**config.mk**
```make
export PLATFORM = sky130hd
export DESIGN_NAME = ysyx_25020047_seq_ctrl
export DESIGN_NICKNAME = d
export VERILOG_FILES = /design/src/rtl/ysyx_25020047_seq_ctrl.sv
export SDC_FILE = /design/constraint.sdc
export NUM_CORES = 1
export LEC_CHECK = 0
export BUFFER_PORTS_ARGS = -buffer_cell sky130_fd_sc_hd__buf_2
export CAP_MARGIN = 20
export CORE_UTILIZATION = 48
export CTS_CLUSTER_SIZE = 20
export DETAILED_ROUTE_END_ITERATION = 10
export GPL_ROUTABILITY_DRIVEN = 0
export GPL_TIMING_DRIVEN = 0
export PLACE_DENSITY = 0.83
export SYNTH_ARGS = -nofsm -noshare
export SYNTH_HDL_FRONTEND = slang
export SYNTH_SLANG_ARGS = --single-unit
export TNS_END_PERCENT = 50
```
**constraint.sdc**
```tcl
create_clock -name clk -period 3.4 [get_ports clk]
set_clock_uncertainty 0.1 [all_clocks]
set_input_delay 0 -clock clk [delete_from_list [all_inputs] [get_ports clk]]
set_output_delay 0 -clock clk [all_outputs]
set_load 0.05 [all_outputs]
```
**src/rtl/ysyx_25020047_seq_ctrl.sv**
```systemverilog
`default_nettype none
// ============================================================================
// Module      : ysyx_25020047_seq_ctrl
// Description : Multi-cycle instruction sequencer for the NPC core. Schedules
//               fetch, decode, memory access and writeback, drives the IFU/LSU
//               request handshakes and gates GPR/PC write enables.
// Revision    : 1.0 - initial release
// ============================================================================
module ysyx_25020047_seq_ctrl #(
   parameter int unsigned TIMEOUT = 255
) (
   input  logic        clk,
   input  logic        rst,
   input  logic [31:0] i_inst_type,
   input  logic        i_ifu_rvalid,
   input  logic        i_lsu_rvalid,
   output logic        o_ifu_req,
   output logic        o_inst_en,
   output logic        o_lsu_req,
   output logic        o_lsu_wen,
   output logic        o_reg_wen,
   output logic        o_pc_wen,
   output logic        o_halt,
   output logic        o_err,
   output logic [31:0] o_inst_cnt
);

   typedef enum logic [2:0] {
      S_IDLE   = 3'd0,
      S_FETCH  = 3'd1,
      S_DECODE = 3'd2,
      S_MEM    = 3'd3,
      S_WB     = 3'd4,
      S_HALT   = 3'd5,
      S_ERR    = 3'd6
   } state_t;

   // The wait counter starts at 0 on entry, so the last cycle allowed to
   // wait is the one where it holds TIMEOUT-1.
   localparam logic [15:0] c_TMO_LAST = 16'(TIMEOUT - 32'd1);
   localparam logic [31:0] c_EBREAK   = 32'h0000_0004;
   localparam logic [31:0] c_LB       = 32'h0000_0020;
   localparam logic [31:0] c_LW       = 32'h0000_0040;
   localparam logic [31:0] c_SB       = 32'h0000_0080;
   localparam logic [31:0] c_SW       = 32'h0000_0100;
   localparam logic [31:0] c_SH       = 32'h0020_0000;
   localparam logic [31:0] c_BEQ      = 32'h0000_4000;
   localparam logic [31:0] c_BNE      = 32'h0000_8000;

   state_t      r_state;
   state_t      w_state_nxt;
   logic [15:0] r_tmo;
   logic        r_is_load;
   logic        r_is_store;
   logic        r_writes_rd;
   logic [31:0] r_inst_cnt;

   logic        w_onehot;
   logic        w_dec_load;
   logic        w_dec_store;
   logic        w_dec_wrd;
   logic        w_tmo_hit;
   logic        w_retire;

   // Decoder class of the code presented in DECODE; only latched there.
   assign w_onehot    = (i_inst_type != 32'd0) &&
                        ((i_inst_type & (i_inst_type - 32'd1)) == 32'd0);
   assign w_dec_load  = (i_inst_type == c_LB) || (i_inst_type == c_LW);
   assign w_dec_store = (i_inst_type == c_SB) || (i_inst_type == c_SW) ||
                        (i_inst_type == c_SH);
   assign w_dec_wrd   = !w_dec_store && (i_inst_type != c_BEQ) &&
                        (i_inst_type != c_BNE);
   assign w_tmo_hit   = (r_tmo == c_TMO_LAST);

   // ebreak retires on the DECODE->HALT edge; everything else in WB.
   assign w_retire    = (r_state == S_WB) ||
                        ((r_state == S_DECODE) && (w_state_nxt == S_HALT));

   assign o_inst_cnt  = r_inst_cnt;

   // Next-state and output decode; a bus response beats a same-cycle timeout.
   always_comb begin
      w_state_nxt = r_state;
      o_ifu_req   = 1'b0;
      o_inst_en   = 1'b0;
      o_lsu_req   = 1'b0;
      o_lsu_wen   = 1'b0;
      o_reg_wen   = 1'b0;
      o_pc_wen    = 1'b0;
      o_halt      = 1'b0;
      o_err       = 1'b0;
      case (r_state)
         S_IDLE: begin
            w_state_nxt = S_FETCH;
         end
         S_FETCH: begin
            o_ifu_req = 1'b1;
            if (i_ifu_rvalid) begin
               o_inst_en   = 1'b1;
               w_state_nxt = S_DECODE;
            end else if (w_tmo_hit) begin
               w_state_nxt = S_ERR;
            end
         end
         S_DECODE: begin
            if (i_inst_type == c_EBREAK) begin
               w_state_nxt = S_HALT;
            end else if (!w_onehot) begin
               w_state_nxt = S_ERR;
            end else if (w_dec_load || w_dec_store) begin
               w_state_nxt = S_MEM;
            end else begin
               w_state_nxt = S_WB;
            end
         end
         S_MEM: begin
            o_lsu_req = 1'b1;
            // A code is never both load and store; the guard keeps a
            // corrupted class from issuing a write.
            o_lsu_wen = r_is_store && !r_is_load;
            if (i_lsu_rvalid) begin
               w_state_nxt = S_WB;
            end else if (w_tmo_hit) begin
               w_state_nxt = S_ERR;
            end
         end
         S_WB: begin
            o_reg_wen   = r_writes_rd;
            o_pc_wen    = 1'b1;
            w_state_nxt = S_FETCH;
         end
         S_HALT: begin
            o_halt = 1'b1;
         end
         S_ERR: begin
            o_err = 1'b1;
         end
         default: begin
            w_state_nxt = S_IDLE;
         end
      endcase
   end

   // State register.
   always_ff @(posedge clk) begin
      if (rst) begin
         r_state <= S_IDLE;
      end else begin
         r_state <= w_state_nxt;
      end
   end

   // Bus wait counter: zeroed on any state change, counts while waiting.
   always_ff @(posedge clk) begin
      if (rst) begin
         r_tmo <= 16'd0;
      end else if (r_state != w_state_nxt) begin
         r_tmo <= 16'd0;
      end else if ((r_state == S_FETCH) || (r_state == S_MEM)) begin
         r_tmo <= r_tmo + 16'd1;
      end
   end

   // Instruction class captured in DECODE for use in MEM and WB.
   always_ff @(posedge clk) begin
      if (rst) begin
         r_is_load   <= 1'b0;
         r_is_store  <= 1'b0;
         r_writes_rd <= 1'b0;
      end else if (r_state == S_DECODE) begin
         r_is_load   <= w_dec_load;
         r_is_store  <= w_dec_store;
         r_writes_rd <= w_dec_wrd;
      end
   end

   // Retired-instruction counter, wraps modulo 2^32.
   always_ff @(posedge clk) begin
      if (rst) begin
         r_inst_cnt <= 32'd0;
      end else if (w_retire) begin
         r_inst_cnt <= r_inst_cnt + 32'd1;
      end
   end

endmodule
`default_nettype wire

```
==> results of run 1 <==
==> synth_stat cells, types with 9 or more instances <==
cell type / count / share of area (%)
nor3_1: 13 / 2.0
a21oi_1: 13 / 2.0
o21ai_0: 11 / 1.7
or3_1: 10 / 1.9
nand4_1: 9 / 1.7
xor2_1: 19 / 5.1
inv_1: 13 / 1.5
nand2_1: 28 / 3.2
dfxtp_1: 54 / 33
nor4_1: 10 / 1.9
nor2_1: 72 / 8.2
xnor2_1: 25 / 6.7
nand3_1: 14 / 2.1
nor3_2: 9 / 2.7
==> placed cells by master (no fill, tap or decap), types with 4 or more instances in the layout <==
master	n
buf_2	75
nor2_1	72
dfxtp_1	54
nand2_1	28
xnor2_1	25
xor2_1	19
nand3_1	14
inv_1	13
nor3_1	13
a21oi_1	13
o21ai_0	11
or3_1	10
nor4_1	10
clkbuf_1	9
nand4_1	9
nor3_2	9
a211oi_1	8
and4_1	7
and2_1	6
or4_1	6
and3_1	5
o211ai_1	5
or2_2	5
clkbuf_8	5
nand2b_1	4
buf_6	4
nand4b_1	4
==> cell type report <==
class / instances / area, sq um / area share [%]
well taps: 77 / 96.3 / 2.49
plain buffers: 13 / 80.1 / 2.07
repair buffers: 75 / 380 / 9.84
multi-input cells: 327 / 2070 / 53.5
inverters: 13 / 48.8 / 1.26
clock inverters: 2 / 37.5 / 0.972
clock buffers: 6 / 72.6 / 1.88
flip-flops and latches: 54 / 1080 / 28.0
==> worst min-delay path by stage <==
stage	startpoint	endpoint	slack (ps)	cells past startpoint
floorplan	rst	r_state[1]	80	2
global placement	rst	r_state[1]	240	3
detailed placement	rst	r_state[1]	260	3
CTS	i_ifu_rvalid	r_state[1]	20	4
global route	i_ifu_rvalid	r_state[1]	50	4
finish	i_lsu_rvalid	r_state[1]	20	4
==> power by group <==
part	leakage, nW	internal, mW	switching (mW)
registers	0.436	0.643	0.0113
clock network	0.0514	0.220	0.213
logic	0.935	0.0694	0.136
==> cells by family after synthesis <==
kind of cell             count (synthesis)
AO/OA/AOI/OAI                           59
flip-flops                              54
adder cells (fa/ha/maj)                  6
XOR/XNOR                                44
buffers and inverters                   26
multiplexers                             1
AND/OR/NAND/NOR                        217
==> per-stage QoR <==
step                power, mW  hold slack [ps]  cell area [sq um]
CTS                      1.30             17.6               3860
floorplan               0.799             81.6               3280
global placement        0.865              241               3740
global route             1.34             50.6               3860
detailed placement      0.871              258               3740
finish                   1.29             22.0               3860
==> sequential cells by signal, summed over array words and instances (netlist names) <==
name	cells
o_inst_cnt	32
r_is_load	1
r_is_store	1
r_state	3
r_tmo	16
r_writes_rd	1
==> worst min-delay path, cell delays in order <==
cell	delay, ps
buf_2	100
a21oi_1	70
a21oi_1	130
o22ai_1	80
==> layer usage <==
layer | track usage (%) | up-vias | wire, um
met5 | 0 | - | 0
met4 | 6.78 | 0 | 117
met3 | 3.05 | 13 | 284
met2 | 40.5 | 86 | 3930
met1 | 28.2 | 1539 | 3570
li1 | - | 1628 | -
==> repair_timing <==
item | in CTS | in global routing
gates resized for setup | 0 | 0
hold buffers | 1 | 0
endpoints found under the hold margin | 1 | 0
==> qor.txt, run 1 <==
Final Util - 59.8%
Setup TNS - 0 ps
Yosys warning count - 0
Ys async rst share - 0%
Via count - 3266
Slew Limit Fails - 0
Post-synthesis compound-gate area fraction - 12.0%
Path depth of the worst reg2reg path - 9
Detailed Routing Iterations Pass 1 - 7
Core Area - 6460 sq um
# placed instances - 558
Buffer depth of the longest clock path - 2
Initial core utilization - 50.7%
Leak pwr - 1.42 nW
DRC - 0
Seq cells post-synth - 54
Clock sinks - 54
Layout area overhead - 17.9%
PD cells - 335 nW/um^2
Antenna Nets Post-Route - 0
Startpoint types - flop
Simple-gate share of the synthesized area - 37.0%
Vias in the first global route - 3040
Largest stage delay, worst path - 610 ps
Hold Path Class - input pin to flop
Global Route Usage Sum - 22.6%
Cts bufs inserted - 5
Final period util - 73.2%
CP cell instances - clkbuf_1, nor3b_1, nand2_1, nor4_4, o21ai_2, buf_6, nor3_2, xnor2_1, nor2_1
Worst setup EP type - flop
R2r startpoint - r_state[2]
Share of cells above drive strength 1 - 22.4%
Worst Path Arrival - 2580 ps
Stages on the worst setup path - 9
# Max-Cap Violations - 0
Reg clk slew, reported paths - 100 ps
Global-route wire length before repair - 13400 um
Largest family of logic cells by synthesized area - simple AND/OR/NAND/NOR gates
Pre-CTS setup slack - 700 ps
Status - finished, final reports clean
Initial DRC Count - 151
Die height - 84.6 um
End of the critical path - o_inst_cnt[17]
RSZ-0062 raised after global routing - false
TritonCTS clock tree - done
Mux cell area share after synthesis - 0.305%
Sequential share of the synthesized area - 33.0%
Required @ worst endpoint - 3500 ps
Main synth FF type - dfxtp_1
Slew at the pin closest to its max-slew limit - 766 ps
FP Rows - 29
Detailed Route WL - 7900 um
Post-synth cell types - 52
Die width - 84.6 um
XOR/XNOR share of the synthesized area - 11.8%
Clock root buffer - clkbuf_8
Top delay family on crit path - simple AND/OR/NAND/NOR gates
DPL Wire Length - 6140 um
# setup viols final - 0
Total grt overflow - 0
Syn avg cell area - 8.05 sq um
FMAX - 0.402 GHz
Vias per cell - 5.76
Critical path class - flop to flop
# IOs - 76
Post-route minimum period - 2490 ps
Postcts setup bufs - 0
EDFF count, synth - 0
Largest net degree at the start of global routing - 17
WP buf/inv - 2
Fin nets - 528
Syn_nets - 446
FILL cells - 589
Critical Path Start - r_state[2]
Worst vdd ir - 0.000187 V
Die area - 7160 sq um
Mapped Cells - 407
R2r setup slk - 910 ps
Initial antenna violation count - 0
Worst Path Max Fanout - 10
Post-Synth Adder-Cell Area - 2.06%
Clk_lat worst skew - 310 ps
I/O Buffers - 74
Reg-to-Reg End - o_inst_cnt[17]
Layout Cells excl Fill - 567
Wire per inst - 13.9 um
Hold Fails Final Rpt - 0
Synthesized area - 3280 sq um
Slowest-stage cell, CP - nor3b_1
Fin worst setup slack - 911 ps
# diodes - 0
H-tree lvl count - 2
Slew HR - 48.6%
Power figures use the tool's default switching activity.
==> inputs of run 2 (changes only) <==
--- a/config.mk
+++ b/config.mk
@@ -5,6 +5,7 @@
 export SDC_FILE = /design/constraint.sdc
 export NUM_CORES = 1
 export LEC_CHECK = 0
+export ABC_AREA = 1
 export BUFFER_PORTS_ARGS = -buffer_cell sky130_fd_sc_hd__buf_2
 export CAP_MARGIN = 20
 export CORE_UTILIZATION = 48
@@ -12,7 +13,7 @@
 export DETAILED_ROUTE_END_ITERATION = 10
 export GPL_ROUTABILITY_DRIVEN = 0
 export GPL_TIMING_DRIVEN = 0
-export PLACE_DENSITY = 0.83
+export PLACE_DENSITY = 0.84
 export SYNTH_ARGS = -nofsm -noshare
 export SYNTH_HDL_FRONTEND = slang
 export SYNTH_SLANG_ARGS = --single-unit
==> constraint.sdc (replaced) <==
create_clock -name clk -period 2.1 [get_ports clk]
set_clock_uncertainty 0.1 [all_clocks]
set_input_delay 0 -clock clk [delete_from_list [all_inputs] [get_ports clk]]
set_output_delay 0 -clock clk [all_outputs]
set_load 0.05 [all_outputs]
==> run 2 against run 1 <==
  * Critical path type unchanged
  * Critical path depth rose by 7
  * The run now ends with setup timing left
  * Setup slack got worse by 940 ps
  * Largest power group unchanged
  * Sequential cell count did not move
  * Non-clock buffer count rose by 24
  * Die area rose by 24%
  * Utilization rose by 4.5 points
==> qor.txt, run 2 <==
Total grt overflow - 0 (unchanged)
Worst Path Arrival - 2290 ps (-290 ps)
# diodes - 0 (unchanged)
Main synth FF type - dfxtp_1
Hold Fails Final Rpt - 0 (unchanged)
Placement Cell Area - 4640 sq um (+24%)
Seq cells post-synth - 54 (unchanged)
Core Area - 8220 sq um (+27%)
Most common cell after layout, fill and taps aside - nand2_1
Post-route minimum period - 2130 ps (-356 ps)
Post-route cell area - 5290 sq um (+37%)
CP cell instances - inv_4, nor2_4, inv_4, nor2_4, nand2_2, o21ai_2, nand3_1, nand2_1, inv_1, nand2_2, inv_2, o21bai_4, buf_12, buf_6, nand2_1, a21oi_1
Required @ worst endpoint - 2250 ps (-1250 ps)
Detailed Routing Iterations Pass 1 - 5 (-2)
Clock root buffer - clkbuf_8
Critical path class - flop to flop
Buffer depth of the longest clock path - 2 (unchanged)
Initial core utilization - 49.8% (-0.94 points)
Slew at the pin closest to its max-slew limit - 676 ps (-89.7 ps)
Initial antenna violation count - 0 (unchanged)
Largest area contributor in the netlist - dfxtp_1
Global-route wire length before repair - 19300 um (+44%)
Fin nets - 802 (+52%)
Detailed Route WL - 12700 um (+61%)
Most frequent cell after synthesis - nand2_1
Clk_lat worst skew - 320 ps (about the same)
Path depth of the worst reg2reg path - 16 (+7)
FMAX - 0.469 GHz (+17%)
Die width - 94.3 um (+11%)
RSZ-0062 raised after global routing - true
Failing checks - setup timing
Hold path cells - 6 (+2)
Cts bufs inserted - 5 (unchanged)
Max reg flops - 32 (unchanged)
Layout area overhead - 29.2%
FP Rows - 33 (+14%)
Wire per inst - 14.6 um (+4.8%)
Synthesized area - 4090 sq um (+25%)
Largest stage delay, worst path - 380 ps (-230 ps)
DRC - 0 (unchanged)
Hold slack - 124 ps (+102 ps)
Leak pwr - 2.16 nW (+52%)
TritonCTS clock tree - done
Die height - 94.3 um (+11%)
Worst setup EP type - flop
Sequential share of the synthesized area - 26.4% (-6.6 points)
Slowest-stage cell, CP - dfxtp_4
Syn_nets - 697 (+56%)
Total Power - 2.42 mW (+87%)
DPL Wire Length - 8710 um (+42%)
Slew Limit Fails - 0 (unchanged)
Clock sinks - 54 (unchanged)
Hold Path Class - input pin to flop
Initial DRC Count - 492 (+230%)
Largest net degree at the start of global routing - 19 (+2)
Area contributors post-synth - dfxtp_1 (26%), nand2_1 (15%), nor2_1 (9.6%), nand3_1 (7.8%), xor2_1 (7.3%)
I/O Buffers - 74 (unchanged)
Vias per cell - 5.68 (-1.3%)
Worst vdd ir - 0.000307 V (+64%)
Syn avg cell area - 6.22 sq um (-23%)
Startpoint types - flop
Ys async rst share - 0% (unchanged)
Synth top area share - 26.4% (-6.6 points)
Share of cells above drive strength 1 - 27.9% (+5.4 points)
Die area - 8900 sq um (+24%)
Commonest cells in the netlist - nand2_1 (166), nor2_1 (105), nand3_1 (64)
Via count - 4940 (+51%)
H-tree lvl count - 2 (unchanged)
Most frequent cells in the layout - nand2_1 (155), nor2_1 (94), buf_2 (73), inv_1 (54), nand3_1 (53)
# setup viols final - 19 (+19)
Antenna Nets Post-Route - 0 (unchanged)
Yosys warning count - 0 (unchanged)
Slew HR - 54.9% (+6.4 points)
Vias in the first global route - 4324 (+42%)
Mapped Cells - 658 (+62%)
Post-synth cell types - 37 (-29%)
Reg clk slew, reported paths - 100 ps (about the same)
# IOs - 76 (unchanged)
Final period util - 102% (+28 points)
PD cells - 457 nW/um^2 (+37%)
Fin worst setup slack - -33.1 ps (-944 ps)
Status - complete, but fails checks
# Max-Cap Violations - 0 (unchanged)
Global Route Usage Sum - 26.8% (+4.2 points)
Worst Path Max Fanout - 7 (-3)
EDFF count, synth - 0 (unchanged)
run 2: cell types whose count changed in the layout (fill, tap and decap cells not counted), moves of 13 or more:
cell,delta
nand2_2,+15
xnor2_1,-13
inv_1,+41
nor2_2,+14
nand2_1,+127
nor2_1,+22
a21oi_1,+13
nor3_1,+13
nand3_1,+39
xor2_1,+15
run 2: power by group:
| part | internal (mW) | total [mW] | switching (mW) |
|---|---|---|---|
| Combinational | 0.218 | 0.597 | 0.379 |
| Sequential | 1.05 | 1.07 | 0.0261 |
| Clock | 0.362 | 0.747 | 0.385 |
| Total | 1.63 | 2.42 | 0.790 |
run 2: area by class of cell:
type | instances | area, sq um
inverters | 63 | 241
multi-input cells | 527 | 2960
well taps | 105 | 131
plain buffers | 14 | 118
clock buffers | 5 | 68.8
clock inverters | 3 | 47.5
fillers | 715 | 2930
flip-flops and latches | 54 | 1100
repair buffers | 98 | 622
run 2: worst paths after layout:
kind,from,end,slack (ps)
worst max-delay path,r_state[0],o_inst_cnt[26],-30
worst min register to register,o_inst_cnt[31],o_inst_cnt[31],400
worst min-delay path,i_inst_type[2],r_is_load,120
worst max register to register,r_state[0],o_inst_cnt[26],-30
run 2: cells by family after synthesis:
family                   Yosys count  synth area share (%)
adder cells (fa/ha/maj)            3                 0.918
AO/OA/AOI/OAI                     61                  8.35
buffers and inverters             77                  7.80
XOR/XNOR                          46                  9.85
AND/OR/NAND/NOR                  417                  46.7
flip-flops                        54                  26.4
run 2: per-stage QoR:
stage	TNS [ps]	instances	setup WS [ps]	utilization (%)
2_1_floorplan	-2900	658	-126	-
3_3_place_gp	-12320	837	-332	56.5
3_5_place_dp	-15570	837	-391	56.5
4_1_cts	-75.3	855	-39.5	59.4
5_1_grt	-5130	869	-171	64.3
6_report	-211	869	-33.1	64.3
run 2: timing repair:
action,4_1_cts,5_1_grt
hold buffers,2,0
setup endpoints to repair,49,49
gates cloned,2,5
buffers inserted,6,9
hold endpoints to repair,3,0
gates resized for setup,15,79
pin swaps,5,48
run 2: critical path: cells and delay by family, from the launching register on:
family                 cells  cell delay [ps]
AO/OA/AOI/OAI              3              360
buffers and inverters      6              500
flip-flops                 1              380
AND/OR/NAND/NOR            7              720
run 2: per-layer routing:
| layer | GRT usage, % | share of wire, % | vias up |
|---|---|---|---|
| li1 | - | - | 2360 |
| met1 | 34.2 | 40 | 2237 |
| met2 | 46.3 | 49 | 289 |
| met3 | 2.99 | 7.8 | 54 |
| met4 | 9.62 | 3.2 | 0 |
| met5 | 0 | 0 | - |
